--- src/rtl/switch_game_pkg.sv ---
// ---------------------------------------------------------------------------
// switch_game_pkg
// Shared definitions for the switch game round controller:
//   - state_t    : FSM state encoding, also exported on state_o
//   - ROUND_W    : width of the passed-round counter
//   - LFSR_POLY  : Galois feedback mask for x^16+x^14+x^13+x^11+1
//   - lfsr_step  : one right-shifting Galois step of the prompt generator
// ---------------------------------------------------------------------------
package switch_game_pkg;

  typedef enum logic [2:0] {
    IDLE   = 3'd0,
    PROMPT = 3'd1,
    PLAY   = 3'd2,
    PASS   = 3'd3,
    GAP    = 3'd4,
    OVER   = 3'd5
  } state_t;

  localparam int ROUND_W = 8;

  localparam logic [15:0] LFSR_POLY = 16'hB400;

  // A right-shifting Galois LFSR: the bit shifted out decides whether the
  // feedback mask is folded back into the register.
  function automatic logic [15:0] lfsr_step(input logic [15:0] s);
    logic [15:0] shifted;
    shifted = {1'b0, s[15:1]};
    return s[0] ? (shifted ^ LFSR_POLY) : shifted;
  endfunction

endpackage

--- src/rtl/switch_tick_gen.sv ---
// ---------------------------------------------------------------------------
// switch_tick_gen
// Divides the system clock down to the 1 s game tick.
// Ports:
//   clk      in   system clock
//   reset_n  in   synchronous active-low reset
//   clr      in   synchronous clear, restarts the current second
//   tick     out  high for one cycle every TICK_DIV cycles
// ---------------------------------------------------------------------------
module switch_tick_gen #(
  parameter int TICK_DIV = 50_000_000
) (
  input  logic clk,
  input  logic reset_n,
  input  logic clr,
  output logic tick
);

  localparam int CNT_W = (TICK_DIV > 1) ? $clog2(TICK_DIV) : 1;
  localparam logic [CNT_W-1:0] CNT_LAST = CNT_W'(TICK_DIV - 1);

  logic [CNT_W-1:0] cnt_q;
  logic [CNT_W-1:0] cnt_d;

  // The tick is taken from the last count of a second, so the first tick
  // after a clear arrives only after TICK_DIV full cycles.
  assign tick = (cnt_q == CNT_LAST);

  // Count up and wrap at the end of each second; a clear wins so a fresh
  // phase always starts at the beginning of a second.
  always_comb begin
    cnt_d = cnt_q + CNT_W'(1);
    if (clr || (cnt_q == CNT_LAST)) begin
      cnt_d = '0;
    end
  end

  // Counter register with synchronous reset.
  always_ff @(posedge clk) begin
    if (!reset_n) begin
      cnt_q <= '0;
    end else begin
      cnt_q <= cnt_d;
    end
  end

endmodule

--- src/rtl/switch_round_ctrl.sv ---
// ---------------------------------------------------------------------------
// switch_round_ctrl
// Round controller for the switch game: prompts one random switch per round,
// times the round, judges the flip, and keeps the round count and score.
// Optional feature macro: ROUND_SPEEDUP_EN -- when defined, play time shrinks
// by one second per passed round down to MIN_PLAY_SEC.
// Ports:
//   clk         in   system clock
//   reset_n     in   synchronous active-low reset
//   start       in   start/restart level, rising edge used
//   sw          in   raw switches, synchronised internally
//   led_prompt  out  one-hot switch to flip this round
//   time_left   out  seconds remaining in current phase
//   round_cnt   out  rounds passed this game (saturating)
//   score       out  accumulated score (saturating)
//   state_o     out  current FSM state
//   round_pass  out  one-cycle pulse per passed round
//   game_over   out  high while in OVER
// ---------------------------------------------------------------------------
module switch_round_ctrl
  import switch_game_pkg::*;
#(
  parameter int          TICK_DIV      = 50_000_000,
  parameter int          NUM_SW        = 10,
  parameter int          TIME_W        = 6,
  parameter int          PLAY_SEC      = 15,
  parameter int          GAP_SEC       = 5,
  parameter int          MIN_PLAY_SEC  = 5,
  parameter int          PTS_PER_ROUND = 2,
  parameter int          BONUS_EVERY   = 5,
  parameter int          SCORE_W       = 16,
  parameter logic [15:0] LFSR_SEED     = 16'hACE1
) (
  input  logic                clk,
  input  logic                reset_n,
  input  logic                start,
  input  logic [NUM_SW-1:0]   sw,
  output logic [NUM_SW-1:0]   led_prompt,
  output logic [TIME_W-1:0]   time_left,
  output logic [7:0]          round_cnt,
  output logic [SCORE_W-1:0]  score,
  output logic [2:0]          state_o,
  output logic                round_pass,
  output logic                game_over
);

  localparam logic [NUM_SW-1:0] ONE_HOT_LSB = NUM_SW'(1);

  state_t               state_q, state_d;
  logic [15:0]          lfsr_q, lfsr_d;
  logic [NUM_SW-1:0]    sw_meta_q, sw_meta_d;
  logic [NUM_SW-1:0]    sw_sync_q, sw_sync_d;
  logic [NUM_SW-1:0]    led_q, led_d;
  logic [NUM_SW-1:0]    expect_q, expect_d;
  logic [NUM_SW-1:0]    snap_q, snap_d;
  logic [TIME_W-1:0]    time_q, time_d;
  logic [ROUND_W-1:0]   round_q, round_d;
  logic [SCORE_W-1:0]   score_q, score_d;
  logic                 start_prev_q, start_prev_d;

  logic                 start_rise;
  logic                 tick;
  logic                 tick_clr;
  logic [15:0]          lfsr_next;
  int                   prompt_idx;
  logic [NUM_SW-1:0]    prompt_onehot;
  int                   play_int;
  logic [TIME_W-1:0]    play_time;
  logic [ROUND_W-1:0]   round_inc;
  int                   bonus_shift;
  logic [SCORE_W:0]     pts;
  logic [SCORE_W:0]     score_sum;
  logic [SCORE_W-1:0]   score_sat;

  // Every state change restarts the second counter so each phase is given
  // whole seconds regardless of where the previous phase ended.
  switch_tick_gen #(
    .TICK_DIV (TICK_DIV)
  ) u_tick_gen (
    .clk     (clk),
    .reset_n (reset_n),
    .clr     (tick_clr),
    .tick    (tick)
  );

  assign tick_clr   = (state_d != state_q);
  assign start_rise = start & ~start_prev_q;

  // Input conditioning: two-flop synchroniser for the switches, and the
  // previous start level for edge detection.
  always_comb begin
    sw_meta_d    = sw;
    sw_sync_d    = sw_meta_q;
    start_prev_d = start;
  end

  // Prompt generation: step the LFSR once and pick a switch from its low
  // byte. The modulo keeps the index inside the switches actually in play.
  always_comb begin
    lfsr_next     = lfsr_step(lfsr_q);
    prompt_idx    = int'(lfsr_next[7:0]) % NUM_SW;
    prompt_onehot = ONE_HOT_LSB << prompt_idx;
  end

  // Play time for the upcoming round. With the speed-up option each passed
  // round takes a second off, but never below the floor.
`ifdef ROUND_SPEEDUP_EN
  always_comb begin
    play_int = PLAY_SEC - int'(round_q);
    if (play_int < MIN_PLAY_SEC) begin
      play_int = MIN_PLAY_SEC;
    end
    play_time = TIME_W'(play_int);
  end
`else
  always_comb begin
    play_int  = PLAY_SEC;
    play_time = TIME_W'(play_int);
  end
`endif

  // Scoring for a passed round. Base points double every BONUS_EVERY passed
  // rounds; the sum is formed one bit wider so overflow can be detected and
  // the score pinned at all-ones instead of wrapping. A shift that would
  // push every point out of range is treated as an overflow too.
  always_comb begin
    round_inc   = (round_q == '1) ? round_q : round_q + ROUND_W'(1);
    bonus_shift = int'(round_inc) / BONUS_EVERY;
    if (bonus_shift > SCORE_W) begin
      pts = (PTS_PER_ROUND != 0) ? '1 : '0;
    end else begin
      pts = (SCORE_W + 1)'(PTS_PER_ROUND) << bonus_shift;
    end
    score_sum = {1'b0, score_q} + pts;
    score_sat = score_sum[SCORE_W] ? '1 : score_sum[SCORE_W-1:0];
  end

  // Main round FSM. Each one-cycle state (PROMPT, PASS) does its bookkeeping
  // on its way out, so the results are visible in the following state.
  // In PLAY a correct flip is checked before a wrong flip and before the
  // timeout, so a correct flip landing on the last tick still counts.
  always_comb begin
    state_d  = state_q;
    lfsr_d   = lfsr_q;
    led_d    = led_q;
    expect_d = expect_q;
    snap_d   = snap_q;
    time_d   = time_q;
    round_d  = round_q;
    score_d  = score_q;

    case (state_q)
      IDLE: begin
        if (start_rise) begin
          state_d = PROMPT;
        end
      end

      PROMPT: begin
        lfsr_d   = lfsr_next;
        led_d    = prompt_onehot;
        expect_d = sw_sync_q ^ prompt_onehot;
        snap_d   = sw_sync_q;
        time_d   = play_time;
        state_d  = PLAY;
      end

      PLAY: begin
        if (sw_sync_q == expect_q) begin
          state_d = PASS;
        end else if (sw_sync_q != snap_q) begin
          led_d   = '0;
          state_d = OVER;
        end else if (tick && (time_q == TIME_W'(1))) begin
          time_d  = '0;
          led_d   = '0;
          state_d = OVER;
        end else if (tick) begin
          time_d = time_q - TIME_W'(1);
        end
      end

      PASS: begin
        round_d = round_inc;
        score_d = score_sat;
        led_d   = '0;
        time_d  = TIME_W'(GAP_SEC);
        state_d = GAP;
      end

      GAP: begin
        if (tick) begin
          time_d = time_q - TIME_W'(1);
          if (time_q == TIME_W'(1)) begin
            state_d = PROMPT;
          end
        end
      end

      OVER: begin
        if (start_rise) begin
          score_d = '0;
          round_d = '0;
          state_d = PROMPT;
        end
      end

      default: begin
        state_d = IDLE;
      end
    endcase
  end

  // State registers. The start history resets high so a key already held
  // during reset is not mistaken for a fresh start request.
  always_ff @(posedge clk) begin
    if (!reset_n) begin
      state_q      <= IDLE;
      lfsr_q       <= LFSR_SEED;
      sw_meta_q    <= '0;
      sw_sync_q    <= '0;
      led_q        <= '0;
      expect_q     <= '0;
      snap_q       <= '0;
      time_q       <= '0;
      round_q      <= '0;
      score_q      <= '0;
      start_prev_q <= 1'b1;
    end else begin
      state_q      <= state_d;
      lfsr_q       <= lfsr_d;
      sw_meta_q    <= sw_meta_d;
      sw_sync_q    <= sw_sync_d;
      led_q        <= led_d;
      expect_q     <= expect_d;
      snap_q       <= snap_d;
      time_q       <= time_d;
      round_q      <= round_d;
      score_q      <= score_d;
      start_prev_q <= start_prev_d;
    end
  end

  assign led_prompt = led_q;
  assign time_left  = time_q;
  assign round_cnt  = round_q;
  assign score      = score_q;
  assign state_o    = state_q;
  assign round_pass = (state_q == PASS);
  assign game_over  = (state_q == OVER);

endmodule
--- config.mk ---
export PLATFORM = sky130hd
export DESIGN_NAME = switch_round_ctrl
export DESIGN_NICKNAME = d
export VERILOG_FILES = /design/src/rtl/switch_game_pkg.sv /design/src/rtl/switch_tick_gen.sv /design/src/rtl/switch_round_ctrl.sv
export SDC_FILE = /design/constraint.sdc
export NUM_CORES = 1
export LEC_CHECK = 0
export BUFFER_PORTS_ARGS = -buffer_cell sky130_fd_sc_hd__buf_2
export CAP_MARGIN = 20
export CORE_MARGIN = 2
export CORE_UTILIZATION = 40
export DETAILED_ROUTE_END_ITERATION = 8
export PLACE_DENSITY = 0.59
export SETUP_SLACK_MARGIN = 0.5
export SLEW_MARGIN = 20
export SYNTH_ARGS = -nofsm -noshare
export SYNTH_HDL_FRONTEND = slang
export SYNTH_SLANG_ARGS = --single-unit
--- constraint.sdc ---
create_clock -name clk -period 12.8 [get_ports clk]
set_input_delay 1.92 -clock clk [delete_from_list [all_inputs] [get_ports clk]]
set_output_delay 1.92 -clock clk [all_outputs]
set_load 0.02 [all_outputs]
* Word level (Yosys, flattened, before mapping)
Cells that the tools add are included.
** Cells by class
- Magnitude comparators :: 1
- Reductions and logical operators :: 11
- Muxes and demuxes :: 24
- Eq/ne operators :: 15
- $add $sub $neg :: 4
- Div/mod/pow operators :: 2
- Bitwise logic cells :: 5
- Shifts and indexed selects :: 2
** Operators by type and width (number)
- $mux 16 :: 3
- $div 9x4->32 const B :: 1
- $gt 32x6->1 const B :: 1
- $mod 9x5->32 const B :: 1
- $pmux 16 s2 :: 1
- $shl 1x32->10 const A :: 1
- $shl 2x32->17 const A :: 1
- $mux 10 :: 3
- $pmux 10 s3 :: 1
- $add 26x1->26 const B :: 1
- $eq 26x26->1 const B :: 1
- $mux 6 :: 4
- $pmux 6 s4 :: 1
- $mux 3 :: 6
- $add 16x17->17 :: 1
- $mux 17 :: 1
- $mux 8 :: 2
- $pmux 8 s2 :: 1
- $pmux 3 s5 :: 1
- $eq 10x10->1 :: 1
- $ne 10x10->1 :: 1
- $xor 10x10->10 :: 1
- $add 8x1->8 const B :: 1
- $eq 8x8->1 const B :: 1
- 21 further kinds :: 27
** Storage, ports and cells
- Register bits after elaboration :: 126

* Logic depth before layout (Yosys ltp)
Gate-level depths: netlist of the first run.
- Depth after elaboration :: 9
- Depth in mapped cells :: 52
- Depth with buffers taken out :: 48

* Cells and area by module
A second synthesis of the first run with hierarchy kept.
** Unflattened totals
- Cells, all modules :: 1151
- Area, all modules :: 9014.9 µm²
** By module, submodules not included
- switch_round_ctrl :: instances 1, cells an instance 1001, area an instance 7739.9 µm²
- switch_tick_gen :: instances 1, cells an instance 150, area an instance 1275.0 µm²

* Worst setup path before layout of the first run
Ideal clock, no wire load.
- Kind :: register to register
- Start point :: reg round_q[0], in the netlist round_cnt[0]
- End point :: reg score_q[10], in the netlist score[10]
- Setup slack :: 3384 ps
- Data required time :: 12712 ps
- Cell stages (with the launch flop) :: 53
- Clock period less this slack :: 9416 ps
- Arrival :: 9328 ps
- Path through :: dfxtp_1 ha_1 buf_2 nand4_1 and4_4 or2_1 buf_4 inv_4 ha_1 nor2_1 inv_1 ha_1 a2111o_1 a22oi_1 a21boi_4 nor3_1 or4_4 a21oi_4 [... 17 more ...] nor2b_1 o21ai_0 a21boi_0 o21ai_0 a21boi_0 o21ai_0 a21boi_0 o21ai_0 a21boi_0 o21ai_0 a21boi_0 o21ai_0 a21oi_1 or2_2 o211ai_1 a21o_4 buf_6 a311oi_2
** On the way
- Word-level cells in the longest chain between the ends :: 8
- Elaborated cells on any way between the ends :: 10
** RTL lines
- start, declared :: line switch_round_ctrl.sv:57 : logic [ROUND_W-1:0] round_q, round_d;
- start signal, assigned :: line switch_round_ctrl.sv:238 : round_q <= round_d;
- $add 8x1->8 / $eq 8x8->1 (equally long branches) :: line switch_round_ctrl.sv:127 : round_inc = (round_q == '1) ? round_q : round_q + ROUND_W'(1);
- $mux 8 * :: line switch_round_ctrl.sv:127
- $div 9x4->32 * :: line switch_round_ctrl.sv:128 : bonus_shift = int'(round_inc) / BONUS_EVERY;
- $gt 32x6->1 / $shl 2x32->17 (equally long branches) :: line switch_round_ctrl.sv:129, switch_round_ctrl.sv:132
- $mux 17 * :: line switch_round_ctrl.sv:129 : if (bonus_shift > SCORE_W) begin
- $add 16x17->17 * :: line switch_round_ctrl.sv:134 : score_sum = {1'b0, score_q} + pts;
- $mux 16 * :: line switch_round_ctrl.sv:135 : score_sat = score_sum[SCORE_W] ? '1 : score_sum[SCORE_W-1:0];
- $pmux 16 s2 * :: line switch_round_ctrl.sv:152 : case (state_q)
- end signal, assigned :: line switch_round_ctrl.sv:239 : score_q <= score_d;
- end, declared :: line switch_round_ctrl.sv:58 : logic [SCORE_W-1:0] score_q, score_d;
Every way passes the cells marked *; elsewhere a longest branch is shown, timed or not.
A chain may end at the register's enable or synchronous reset.

* Worst setup path after layout of the first run
- Start point :: reg round_q[0], in the netlist round_cnt[0]
- End point :: reg score_q[5], in the netlist score[5]
The elaborated chain is that of the path after synthesis.

==> results of run 1 <==
## sequential cells by signal (all words and copies together), names as in the netlist
| name | count |
|---|---|
| start_prev_q | 1 |
| state_o | 3 |
| expect_q | 10 |
| u_tick_gen.cnt_q | 26 |
| time_left | 6 |
| lfsr_q | 16 |
| led_prompt | 10 |
| score | 16 |
| round_cnt | 8 |
| sw_meta_q | 10 |
| snap_q | 10 |
| sw_sync_q | 10 |
## cell families (layout without fill, tap and decap cells)
family          Yosys count  after routing  synth area share, %
mux                       5              5               0.5884
xor+xnor                 83             83                8.424
fa+ha+maj                35             35                4.966
buf+inv                 103            137                5.009
simple gates            434            434                24.17
compound gates          343            343                27.91
flops                   126            126                28.93
## final timing paths
check	from	end	slack (ns)	cells after the start
min reg2reg	sw_meta_q[8]	sw_sync_q[8]	0.43	1
max	round_cnt[0]	score[5]	1.72	45
min	sw_meta_q[8]	sw_sync_q[8]	0.43	1
max reg2reg	round_cnt[0]	score[5]	1.72	45
## layer usage
metal  share of wire [%]  up-vias
met5                   0        -
met4                 1.1        0
met3                 3.9       19
met2                  45      163
met1                  50     3770
li1                    -     4133
## per-stage QoR
step	hold slack, ns	instance area (um^2)	total power [mW]
5_1_grt	0.4554	9752	1.061
3_3_place_gp	0.4156	9134	0.5426
2_1_floorplan	0.4119	8718	0.5152
6_report	0.4294	9752	1.016
3_5_place_dp	0.4203	9149	0.5450
4_1_cts	0.4340	9744	1.027
## worst max-delay path: cells and delay by family, from the launching register on
kind / cells / cell delay (ns)
xor+xnor: 1 / 0.15
flops: 1 / 0.59
compound gates: 27 / 6.20
buf+inv: 2 / 0.21
simple gates: 10 / 2.21
fa+ha+maj: 5 / 1.56
## layout make-up
class | count | share of cell area (%)
Sequential cell | 126 | 25.87
Tap cell | 280 | 3.593
Clock inverter | 10 | 1.142
Timing Repair Buffer | 65 | 3.618
Multi-Input combinational cell | 900 | 59.25
Inverter | 40 | 1.565
Clock buffer | 22 | 4.965
## power breakdown
| part | switching [mW] | internal (mW) |
|---|---|---|
| clock network | 0.174 | 0.306 |
| registers | 0.0124 | 0.403 |
| logic | 0.0746 | 0.0461 |
| total | 0.261 | 0.755 |
## cells in the final DEF (no fill, tap or decap), types with 6 or more instances in the layout
master	count
buf_2	57
a31oi_1	9
nand2_1	127
clkbuf_16	17
xor2_1	33
nand3_1	32
nor4_1	8
buf_4	7
nand4_1	11
nor3_1	23
a21o_1	7
a21oi_1	89
inv_1	36
a311oi_1	8
nor2_1	126
a21boi_0	6
ha_1	29
o21a_1	8
xnor2_1	49
dfxtp_1	126
a311oi_2	10
and3_1	18
a2bb2oi_1	6
a211oi_1	20
o22ai_1	6
and2_1	30
o211ai_1	18
nand2b_1	11
a22oi_1	21
o21ai_0	66
==> impl_metrics.ini, run 1 <==
[setup_path]
crit_type = flip-flop to flip-flop
start_kind = flip-flop
cp-end-kind = flip-flop
critPathMaxFanout = 19
crit_arrival_ns = 11.34
crit_path_frequent_cell = o21ai_0
critPathMaxStageDelay_ns = 0.59
slowest_stage = dfxtp_1
crit_required_ns = 13.05

[timing]
timing.final.ws_setup_ns = 1.715
slew_viol_final = 0
max_freq_mhz = 90.21
setup_violations = 0
fin_skew_ns = 0.006543
finalSetupTns_ns = 0
fin_crit_sh_pct = 86.60
min_period_ns = 11.08
worstMarginPinSlew_ns = 0.9852
hold_violations = 0
rsz0062_at_grt = no
maxSlewHeadroom_pct = 34.18

[global_route]
track_usage_pct = 19.24
grtUsageMet1_pct = 27.34
grt_pass1_wl_um = 36030
grt_max_degree = 55
use_met3_pct = 3.743
grt-busiest-layer = met2
antenna_found_initial = 0
met2_usage_pct = 29.71
grt_pass1_vias = 7207
grt_overflow = 0

[placement]
gp_congestion = 0.8659
post-place-ws_ns = 1.549
dp_hpwl_um = 15490
io_buffers = 57
dp_cells = 1411

[drt]
drt_iter0_markers = 438
drtPass1Iterations = 5
wl_per_cell_um = 15.06
drt_wl_total_um = 21730
viasPerCell = 5.603
drc_errors = 0
ant_nets = 0
via_count = 8085

[yosys]
netlist_top_cells_area = dfxtp_1 29%, nand2_1 5.5%, nor2_1 5.4%
yosys_warnings = 0
synth-edff-count = 0
ys_ff_latch = 126
synth.avg_cell_area_um2 = 7.722
ys_types = 100
synth_area_mm2 = 0.008718
yosys-top-cells-count = 127 x nand2_1, 126 x dfxtp_1, 126 x nor2_1, 89 x a21oi_1, 66 x o21ai_0
async_flop_share_pct = 0
yosysMostFrequentCell = nand2_1
synth_top_area_cell = dfxtp_1
synth_top_cell_area_share_pct = 28.93
ys_seq_area_share_pct = 28.93
syn_inst = 1129
synth_nets = 1172
synth_ff_type = dfxtp_1

[clock_network]
cts_setup_buffers = 0
clock_path_buffers = 2
post_cts_resize_count = 0
root_buffer = clkbuf_16
cts_max_level = 4
cts_tree = done
worstSkewPairLatency_ns = 0.41
numCtsBuffers = 17
ctsHoldBuffers = 0
cts.clk_slew.worst_paths_ns = 0.06
cts_num_sinks = 126

[run]
maxCapViolations = 0

[pwr]
vdd_drop_max_mv = 0.07320
p_per_area_mw_per_mm2 = 104.2
leakage_nw = 3.754

[worst_hold_path]
hp-class = flip-flop to flip-flop

[cells_and_area]
n_antenna_cell = 0
regArea_mm2 = 0.002522
drive_gt1_share_pct = 12.90
instances_no_fill = 1443
nNetsFinal = 1193
n_fill_cell = 2185
multi_input_area_mm2 = 0.005778
syn_to_final_growth_pct = 11.85
post-route-util_pct = 45.10

[floorplan]
io_pins = 58
die_width_um = 151.6
coreArea_mm2 = 0.02162
start_util_pct = 40.32
die_h_um = 151.6
die_area_mm2 = 0.02299
rows = 54

[status]
status = finished clean
Note: power is estimated with default switching activity, not from simulation.
==> inputs of run 2 (changes only) <==
REMOVE_ABC_BUFFERS = 1   (was default)
==> run 2 against run 1 <==
Via count is 0.80% higher. Cell area is 0.32% higher. Maximum frequency is 2.1% higher. Die area stayed put. Worst setup slack better by 0.23 ns. Critical path depth is 1 higher. Worst hold slack better by 0.0026 ns. Clock-buffer cell count is 2 lower. Total power is 1.5% higher. Sequential share of layout area is 0.083 points lower. Critical path type unchanged. Largest power group unchanged.
==> impl_metrics.ini, run 2 (synthesized netlist as in run 1, its figures left out) <==
[floorplan]
coreArea_mm2 = 0.02162
die_h_um = 151.6
start_util_pct = 40.32
io_pins = 58
rows = 54
die_area_mm2 = 0.02299
die_width_um = 151.6

[cells_and_area]
final_common_cell = nand2_1
regArea_mm2 = 0.002522
multi_input_area_mm2 = 0.005801
drive_gt1_share_pct = 12.82
n_fill_cell = 2221
largest_register_ffs = 26
nNetsFinal = 1192
n_antenna_cell = 0
regMostFlops = u_tick_gen.cnt_q
layout_common_cells = 127 x nand2_1, 126 x nor2_1, 126 x dfxtp_1, 89 x a21oi_1, 66 x o21ai_0
syn_to_final_growth_pct = 12.21

[clock_network]
clock_path_buffers = 2
cts_max_level = 4
cts_tree = done
ctsHoldBuffers = 0
root_buffer = clkbuf_16
worstSkewPairLatency_ns = 0.42
numCtsBuffers = 17
cts.clk_slew.worst_paths_ns = 0.06
cts_num_sinks = 126

[drt]
drtPass1Iterations = 4
ant_nets = 0
drc_errors = 0
viasPerCell = 5.652
wl_per_cell_um = 15.51
drt_iter0_markers = 536
via_count = 8150
drt_wl_total_um = 22360

[pwr]
vdd_drop_max_mv = 0.06824
seq_power_share_pct = 40.3
pwr-share-comb_pct = 11.8
swShare_pct = 26.19
p_per_area_mw_per_mm2 = 105.4
clockPowerShare_pct = 47.9
power_switching_uw = 270.1
leakage_nw = 3.763
power.internal_uw = 761.4

[global_route]
grt_overflow = 0
grt_max_degree = 70
antenna_found_initial = 0
grt_pass1_vias = 7291
track_usage_pct = 19.79
grt_pass1_wl_um = 36930

[setup_path]
slowest_stage = dfxtp_1
critPathMaxFanout = 19
crit_arrival_ns = 11.18
start_kind = flip-flop
crit_required_ns = 13.12
cp-end-kind = flip-flop
crit_type = flip-flop to flip-flop
crit_path_frequent_cell = o21ai_0
critPathMaxStageDelay_ns = 0.60

[placement]
post-place-ws_ns = 1.565
io_buffers = 57
gp_congestion = 0.8487
dp_hpwl_um = 15660

[timing]
worstMarginPinSlew_ns = 0.9578
rsz0062_at_grt = no
max_freq_mhz = 92.10
maxSlewHeadroom_pct = 36.15
slew_viol_final = 0
hold_violations = 0
fin_crit_sh_pct = 84.82
min_period_ns = 10.86
timing.final.ws_setup_ns = 1.943
fin_skew_ns = 0.01171
setup_violations = 0
finalSetupTns_ns = 0

[status]
status = finished clean

[worst_hold_path]
hp-class = flip-flop to flip-flop

[run]
maxCapViolations = 0
## run 2: cell count changes in the layout (fill, tap and decap cells not counted), sizes merged
cell / change
clkbuf: -2
clkinvlp: -2
buf: -1
inv: +3
bufinv: +1
## run 2: layer usage
layer,vias to the layer above,track usage [%],wire (um)
met4,0,5.370,259
met5,-,0,0
met3,19,3.922,1152
met1,3808,29.20,11340
li1,4139,-,-
met2,184,29.21,9612
## run 2: cell type report
cell class,instances,share of cell area (%)
clock inverters,12,1.637
well taps,280,3.581
repair buffers,64,3.581
inverters,40,1.560
multi-input cells,900,59.29
clock buffers,20,4.566
flip-flops and latches,126,25.78
## run 2: through the flow
step	cells	instance area (um^2)	utilization, %	total power [mW]	hold WS, ns
final	1442	9783	45.25	1.032	0.4320
after global routing	1442	9783	45.25	1.077	0.4488
after CTS	1441	9744	45.07	1.043	0.4370
after detailed placement	1409	9138	42.26	0.5446	0.4229
after global placement	1409	9126	42.21	0.5424	0.4179
after floorplan	1066	8434	-	0.5119	0.4118
## run 2: final timing paths
path	endpoint	from	depth (start not counted)	slack [ns]
max	score[0]	round_cnt[0]	46	1.94
min	sw_sync_q[3]	sw_meta_q[3]	1	0.43
min reg2reg	sw_sync_q[3]	sw_meta_q[3]	1	0.43
max reg2reg	score[0]	round_cnt[0]	46	1.94
## run 2: critical path: cells and delay by family (launching register included)
family / cells / cell delay (ns)
AO/OA/AOI/OAI: 25 / 4.98
AND/OR/NAND/NOR: 12 / 2.99
XOR/XNOR: 1 / 0.23
buffers and inverters: 3 / 0.38
adder cells (fa/ha/maj): 5 / 1.57
flip-flops: 1 / 0.60
## run 2: repair_timing
action	CTS	global route
gates resized for setup	0	2
setup buffers	0	1
setup endpoints to repair	0	16
## run 2: power by group through the flow
stage               logic, mW  registers (mW)  clock network [mW]
CTS                     0.121           0.416               0.506
global route            0.138           0.417               0.522
global placement        0.118           0.424                   0
finish                  0.122           0.416               0.494
detailed placement      0.120           0.424                   0
floorplan              0.0883           0.424                   0
